`config.mk`:
```
export PLATFORM = sky130hd
export DESIGN_NAME = motor_duty_sequencer
export DESIGN_NICKNAME = d
export VERILOG_FILES = /design/src/rtl/motor_duty_sequencer.sv
export SDC_FILE = /design/constraint.sdc
export NUM_CORES = 1
export LEC_CHECK = 0
export BUFFER_PORTS_ARGS = -buffer_cell sky130_fd_sc_hd__buf_4
export CORE_ASPECT_RATIO = 2
export CORE_UTILIZATION = 25
export DETAILED_ROUTE_END_ITERATION = 7
export HOLD_SLACK_MARGIN = 0.02
export MAX_ROUTING_LAYER = met4
export PLACE_DENSITY = 0.4
export SETUP_SLACK_MARGIN = 0.4
export SLEW_MARGIN = 40
export SYNTH_ARGS = -nofsm -noshare
export SYNTH_HDL_FRONTEND = slang
export SYNTH_SLANG_ARGS = --single-unit
```
`constraint.sdc`:
```
create_clock -name clk -period 9.67 [get_ports clk]
set_input_delay 0.4835 -clock clk [delete_from_list [all_inputs] [get_ports clk]]
set_output_delay 0.4835 -clock clk [all_outputs]
set_load 0.1 [all_outputs]
```
`src/rtl/motor_duty_sequencer.sv`:
```
// Per-channel duty update sequencer: snapshots PID corrections on a control-rate
// strobe, slews/saturates each duty in turn, then streams one telemetry record per channel.
module motor_duty_sequencer #(
  parameter int NUM_CH         = 2,
  parameter int PWM_RESOLUTION = 16,
  parameter int RPM_RESOLUTION = 10,
  parameter int DUTY_INIT      = 27000,
  parameter int DUTY_MIN       = 0,
  parameter int DUTY_MAX       = 49151,
  parameter int SLEW_MAX       = 4096
) (
  input  logic                                     clk,
  input  logic                                     reset,
  input  logic                                     update_en,
  input  logic                                     motor_en,
  input  logic [NUM_CH*(PWM_RESOLUTION+1)-1:0]     correction,
  input  logic [NUM_CH*RPM_RESOLUTION-1:0]         rpm_measured,
  output logic [NUM_CH*PWM_RESOLUTION-1:0]         duty_out,
  output logic [NUM_CH-1:0]                        sat_hi,
  output logic [NUM_CH-1:0]                        sat_lo,
  output logic [NUM_CH-1:0]                        slew_hit,
  output logic                                     busy,
  output logic                                     overrun,
  input  logic                                     tlm_full,
  output logic                                     tlm_wr_en,
  output logic [63:0]                              tlm_din,
  output logic [15:0]                              tlm_drop_cnt
);

  // state    | meaning
  // S_IDLE   | waiting for update_en; snapshot taken on the strobe
  // S_UPDATE | one channel per cycle: slew limit, add, saturate
  // S_LOG    | one telemetry record per cycle, channel 0 first

  localparam int PW   = PWM_RESOLUTION;
  localparam int RW   = RPM_RESOLUTION;
  localparam int CW   = (NUM_CH > 1) ? $clog2(NUM_CH) : 1;
  localparam int SW   = PW + 2;
  localparam int LAST = NUM_CH - 1;

  localparam logic signed [SW-1:0] SLEW_P = SW'(SLEW_MAX);
  localparam logic signed [SW-1:0] SLEW_N = SW'(-SLEW_MAX);
  localparam logic signed [SW-1:0] DMAX_S = SW'(DUTY_MAX);
  localparam logic signed [SW-1:0] DMIN_S = SW'(DUTY_MIN);

  typedef enum logic [1:0] {S_IDLE, S_UPDATE, S_LOG} state_t;

  state_t          state_q, state_d;
  logic [CW-1:0]   idx_q, idx_d;
  logic            snap;

  logic [PW:0]     corr_q [NUM_CH];
  logic [RW-1:0]   rpm_q  [NUM_CH];
  logic [PW-1:0]   duty_q [NUM_CH];
  logic [NUM_CH-1:0] sat_hi_q, sat_lo_q, slew_hit_q;
  logic            overrun_q;
  logic            wr_q;
  logic [63:0]     din_q;
  logic [15:0]     drop_q;

  logic [PW:0]            corr_cur;
  logic signed [SW-1:0]   corr_ext, corr_lim, sum;
  logic                   slew_c, hi_c, lo_c;
  logic [PW-1:0]          duty_new;
  logic [63:0]            rec;

  always_ff @(posedge clk) begin
    if (reset) begin
      state_q <= S_IDLE;
      idx_q   <= '0;
    end else begin
      state_q <= state_d;
      idx_q   <= idx_d;
    end
  end

  always_comb begin
    state_d = state_q;
    idx_d   = idx_q;
    snap    = 1'b0;
    case (state_q)
      S_IDLE: begin
        if (update_en) begin
          state_d = S_UPDATE;
          idx_d   = '0;
          snap    = 1'b1;
        end
      end
      S_UPDATE: begin
        if (idx_q == CW'(LAST)) begin
          state_d = S_LOG;
          idx_d   = '0;
        end else begin
          idx_d = idx_q + CW'(1);
        end
      end
      S_LOG: begin
        if (idx_q == CW'(LAST)) begin
          state_d = S_IDLE;
          idx_d   = '0;
        end else begin
          idx_d = idx_q + CW'(1);
        end
      end
      default: state_d = S_IDLE;
    endcase
  end

  // Sum is one bit wider than {0,duty} so a full-scale duty plus a positive
  // correction can never wrap before the saturation compare.
  always_comb begin
    corr_cur = corr_q[idx_q];
    corr_ext = $signed({corr_cur[PW], corr_cur});
    slew_c   = 1'b0;
    hi_c     = 1'b0;
    lo_c     = 1'b0;
    corr_lim = corr_ext;
    if (corr_ext > SLEW_P) begin
      corr_lim = SLEW_P;
      slew_c   = 1'b1;
    end else if (corr_ext < SLEW_N) begin
      corr_lim = SLEW_N;
      slew_c   = 1'b1;
    end
    sum = $signed({2'b00, duty_q[idx_q]}) + corr_lim;
    if (sum > DMAX_S) begin
      duty_new = PW'(DUTY_MAX);
      hi_c     = 1'b1;
    end else if (sum < DMIN_S) begin
      duty_new = PW'(DUTY_MIN);
      lo_c     = 1'b1;
    end else begin
      duty_new = sum[PW-1:0];
    end
    rec = {8'(idx_q), 16'(rpm_q[idx_q]), {(24-PW-1){corr_cur[PW]}}, corr_cur,
           16'(duty_q[idx_q])};
  end

  always_ff @(posedge clk) begin
    if (reset) begin
      for (int k = 0; k < NUM_CH; k++) begin
        corr_q[k] <= '0;
        rpm_q[k]  <= '0;
        duty_q[k] <= PW'(DUTY_INIT);
      end
      sat_hi_q   <= '0;
      sat_lo_q   <= '0;
      slew_hit_q <= '0;
      overrun_q  <= 1'b0;
      wr_q       <= 1'b0;
      din_q      <= '0;
      drop_q     <= '0;
    end else begin
      wr_q <= 1'b0;
      if (snap) begin
        for (int k = 0; k < NUM_CH; k++) begin
          corr_q[k] <= correction[k*(PW+1) +: PW+1];
          rpm_q[k]  <= rpm_measured[k*RW +: RW];
        end
      end
      if (update_en && (state_q != S_IDLE)) overrun_q <= 1'b1;
      if (state_q == S_UPDATE) begin
        if (motor_en) begin
          duty_q[idx_q]     <= duty_new;
          sat_hi_q[idx_q]   <= hi_c;
          sat_lo_q[idx_q]   <= lo_c;
          slew_hit_q[idx_q] <= slew_c;
        end else begin
          duty_q[idx_q]     <= PW'(DUTY_INIT);
          sat_hi_q[idx_q]   <= 1'b0;
          sat_lo_q[idx_q]   <= 1'b0;
          slew_hit_q[idx_q] <= 1'b0;
        end
      end
      if ((state_q == S_LOG) && motor_en) begin
        if (!tlm_full) begin
          wr_q  <= 1'b1;
          din_q <= rec;
        end else if (drop_q != 16'hFFFF) begin
          drop_q <= drop_q + 16'd1;
        end
      end
    end
  end

  for (genvar g = 0; g < NUM_CH; g++) begin : g_lane
    assign duty_out[g*PW +: PW] = duty_q[g];
  end

  assign sat_hi       = sat_hi_q;
  assign sat_lo       = sat_lo_q;
  assign slew_hit     = slew_hit_q;
  assign busy         = (state_q != S_IDLE);
  assign overrun      = overrun_q;
  assign tlm_wr_en    = wr_q;
  assign tlm_din      = din_q;
  assign tlm_drop_cnt = drop_q;

endmodule

```
; ---- Yosys cells after proc, flatten, opt, wreduce, memory -nomap -nowiden
; Memory sizes are Yosys's and may differ from the RTL's. A register that Yosys moved wholly into a read port is not among the register bits.
; Cells that the tools add are included.
[word_totals]
reg_bits = 78
mem_bits_rw = 86
input_bits = 59
out_inout_bits = 121
word_cells = 103
n_memories = 3
[memory_table]
columns = name, depth, word_bits, read_ports, rd_clocked_by_memory_dff, write_ports, line
row1 = corr_q, 2, 17, 1, 1, 2, 52  ; logic [PW:0] corr_q [NUM_CH];
row2 = duty_q, 2, 16, 3, 1, 2, 54  ; logic [PW-1:0] duty_q [NUM_CH];
row3 = rpm_q, 2, 10, 1, 1, 2, 53  ; logic [RW-1:0] rpm_q [NUM_CH];
[op_classes]
add_sub_neg = 3
n_lt_le_gt_ge = 6
n_eq_ne = 6
mux = 52
bitwise_logic = 11
reduce_logical = 13
[ops]
columns = cell, count
row1 = 2-to-1 mux 16 bit, 4
row2 = 2-to-1 mux 18 bit, 2
row3 = 2-to-1 mux 17 bit, 2
row4 = 2-to-1 mux 1 bit, 30
row5 = 2-to-1 mux 10 bit, 2
row6 = adder 17 x 18 -> 18 bit, 1
row7 = "greater-than comparator 18 x 17 -> 1 bit, second input constant", 1
row8 = "less-than comparator 18 x 1 -> 1 bit, second input constant", 1
row9 = "greater-than comparator 17 x 14 -> 1 bit, second input constant", 1
row10 = "less-than comparator 17 x 13 -> 1 bit, second input constant", 1
row11 = "adder 16 x 1 -> 16 bit, second input constant", 1
row12 = "inequality test 16 bit, second input constant", 1
row13 = OR reduction 16 bit, 1
row14 = 2-to-1 mux 2 bit, 6
row15 = AND 2 bit, 3
row16 = bitwise mux 2 bit, 3
row17 = "inequality test 2 bit, second input constant", 3
row18 = case mux 2 bit (3 select lines), 1
row19 = AND reduction 3 bit, 2
row20 = OR 1 bit, 5
row21 = AND reduction 2 bit, 2
row22 = nonzero test 2 bit, 2
row23 = OR reduction 2 bit, 2
row24 = logical AND 1 bit, 3
row25 = other kinds (10), 11

; ---- Depth between registers and ports, before layout
[depth]
depth_word = 9
ltp_mapped = 20
mapped_depth_nobuf = 15

; ---- Worst setup path after synthesis
; OpenSTA, ideal clock, no wires.
[synth_path]
path_type = flip-flop to flip-flop
start = register with a tool-made name
end = memory duty_q[0][11] in the netlist's numbering (data pin)
setup_time_ns = 0.278
arrival_ns = 4.140
t_required_ns = 9.392
path_slack_ns = 5.251
path_stages_with_launch = 19
n_path_buf = 4
period_less_slack_ns = 4.419
path_cell_list = dfxtp_1 -> buf_2 -> nor2b_1 -> a32oi_1 -> or4_1 -> ha_1 -> or2_2 -> clkbuf_1 -> clkbuf_1 -> nor2_1 -> ha_1 -> a21o_1 -> a211oi_1 -> o21ai_1 -> a41oi_2 -> or3b_1 -> buf_2 -> nor3_2 -> a31oi_1
[synth_rtl]
columns = element, line
row1 = end: declaration, 54

==> flow_summary.toml <==
[outcome]
status = "finished with violations"
failed_checks = "design-rule violations"

[worst_setup_path]
cp_max_fo = 30
startpoint_type = "register"
crit_path_cell_trace = "buf_4 > nor4_1 > nand4_1 > a21oi_1 > nor2b_1 > or2_2 > nor2_1 > ha_1 > fa_1 > a21o_1 > a221o_1 > a221oi_2 > o21ai_1 > o311ai_0 > o211a_2 > a31oi_1"
crit_required_ns = 9.83
slowest_stage = "o211a_2"
crit_arrival_ns = 5.30
regToRegSetupSlack_ns = 4.53
end_kind = "register"
rr_worst_depth = 16
crit_family = "compound AO/OA/AOI/OAI gates"
worstPathBufferInverterCount = 1
path_depth = 16
max_stage_delay_ns = 0.69
worstSetupPathType = "reg2reg"

[logic_synthesis]
yosysWarnings = 0
async_flop_share = 0
syn_area_per_cell_um2 = 10.6
syn_area_um2 = 7550
ys_ff_latch = 158
synth_cells = 709
synth-edff-count = 86
yosysSeqAreaShare = 0.533
yosysUniqueCellTypes = 57
synth_flop_cell = "edfxtp_1"

[clock_network]
htree_num_levels = 4
clkSinkCount = 158
cts_tree = "yes"
cts.clk_slew.worst_paths_ns = 0.06
cts_buffers = 17
cts_hold_buf = 0
clkLatencyLatePin_ns = 0.45
cts_resized = 0
postCtsSetupBuffers = 0
clockBufferDepth = 2
cts_root_buf = "clkbuf_16"

[placed_design]
place.detailed.hpwl_um = 16900
place.gp.congestion = 0.805
dp_cells = 1197
port_buffers = 166

[timing]
fin_crit_sh = 0.532
slew_viol_final = 0
setup_viol = 0
finalHoldViolations = 0
fin_skew_ns = 0.00779
period_needed_ns = 5.14
tns_ns = 0
max_freq_mhz = 195
rsz0062_at_grt = "false"
tightest_slew_ns = 0.692
max-slew-margin-rel = 0.539

[finish]
stdcell_count = 1229
antenna_cells = 0
nets = 933
drive_gt1_frac = 0.268
register_area_um2 = 4030
area_delta_synth_final_pct = 28.0
multi_input_area_um2 = 3210
nFillCells = 3079

[flow_run]
drv_cap = 0

[min_path]
hold_depth = 3
hold_class = "in2reg"

[global_routing]
antenna_found_initial = 0
gr-total-overflow = 0
grt_max_degree = 62
grt_pass1_vias = 5901
grt.total_usage = 0.154
grt_pass1_wl_um = 33800

[detailed_routing]
num_vias = 5639
postRouteAntennaNets = 0
detail_route.iter0.violations = 192
viasPerCell = 4.59
wl_per_cell_um = 18.0
wl_um = 22200
drc_errors = 12
dr.pass1.iters = 6

[floorplan]
die_area_um2 = 30900
die_x_um = 125
coreArea_um2 = 29600
fp.dieH_um = 248
ios = 180
initial_utilization = 0.255
rows = 89

[power]
switching_share = 0.320
combPwrFrac = 0.232
intPower_mw = 1.31
clkPwrFrac = 0.371
seq_power_share = 0.397
cellLeakagePower_nw = 3.72
p_switching_mw = 0.615
pwr_density_cell_nw_per_um2 = 199
max-vdd-ir-drop_uv = 110
-- kinds of logic after synthesis --
| logic type | count (synthesis) | synth area share |
|---|---|---|
| AND/OR/NAND/NOR | 250 | 0.170 |
| multiplexers | 44 | 0.0610 |
| XOR/XNOR | 28 | 0.0325 |
| other | 1 | 0.000497 |
| buffers and inverters | 75 | 0.0505 |
| adder cells (fa/ha/maj) | 22 | 0.0375 |
| AO/OA/AOI/OAI | 131 | 0.115 |
| flip-flops | 158 | 0.533 |
-- power by group through the flow --
stage | logic [mW] | registers, mW | clock network [mW]
floorplan | 0.299 | 0.837 | 0
global placement | 0.454 | 0.778 | 0
finish | 0.447 | 0.763 | 0.714
CTS | 0.453 | 0.763 | 0.741
detailed placement | 0.452 | 0.778 | 0
global route | 0.483 | 0.766 | 0.764
-- placed cells by master, fill, tap and decap left out, types with 18 or more instances in the layout --
master | synthesis | routed
mux2i_1 | 28 | 28
nand2_1 | 21 | 21
dfxtp_1 | 72 | 71
and2_1 | 58 | 58
buf_4 | 20 | 173
clkbuf_16 | 0 | 18
nor3_1 | 36 | 36
a21oi_1 | 42 | 42
ha_1 | 21 | 21
edfxtp_1 | 86 | 86
nor2_1 | 82 | 80
a211oi_1 | 29 | 29
-- per-stage QoR --
stage	total power, mW	utilization	cell area (µm²)	setup slack [ns]	hold WS (ns)
after floorplan	1.14	-	7590	5.25	0.510
after global placement	1.23	0.305	9030	4.64	0.450
after detailed placement	1.23	0.305	9040	4.50	0.454
after CTS	1.96	0.326	9660	4.49	0.272
after global routing	2.01	0.326	9660	4.11	0.287
final	1.92	0.326	9660	4.53	0.301
-- Yosys cell counts (4+ instances only) --
master    count  area, µm²
a211oi_1     29        218
a21o_1        9       67.6
a21oi_1      42        210
a31oi_1      17        106
and2_1       58        363
and3_1        5       31.3
and4_1        6       52.6
buf_4        20        150
clkbuf_1     33        124
dfxtp_1      72       1440
edfxtp_1     86       2580
ha_1         21        263
inv_1        14       52.6
mux2_2       16        180
mux2i_1      28        280
nand2_1      21       78.8
nand2b_1      7       43.8
nand3_1      10       50.1
nand4_1       6       37.5
nor2_1       82        308
nor2b_1       6       37.5
nor3_1       36        180
nor4_1        4       25.0
o21ai_0       9       45.0
xnor2_1      11       96.3
xor2_1       17        149
-- layout make-up --
cell class / instances / area share
tap: 364 / 0.0471
clock inverter: 13 / 0.0167
clock buffer: 19 / 0.0480
sequential: 158 / 0.416
inverter: 14 / 0.00544
timing repair buffer: 173 / 0.134
multi-input combinational: 488 / 0.332
-- path summary, 6_finish.rpt --
kind / from / end
min: update_en / overrun
min reg2reg: slew_hit[0] / slew_hit[0]
max reg2reg: register / duty_q[0][4]
max: register / duty_q[0][4]
-- layer usage --
layer	part of all wire	global-route usage	up-vias
li1	-	-	2807
met1	0.35	0.139	2644
met2	0.57	0.293	157
met3	0.041	0.0375	31
met4	0.035	0.0857	0
met5	0	-	-
-- registers in the layout, summed over array words and instances (netlist names), named ones only --
register / cells
idx_q: 1
tlm_drop_cnt: 16
tlm_wr_en: 1
state_q: 2
sat_lo: 2
sat_hi: 2
tlm_din: 44
duty_q: 32
rpm_q: 20
corr_q: 34
slew_hit: 2
overrun: 1
-- worst min-delay path, stage by stage --
cell and delay (ns):
buf_4 0.10, a21oi_1 0.06, nor2_1 0.07
(Power assumes the default switching activity.)
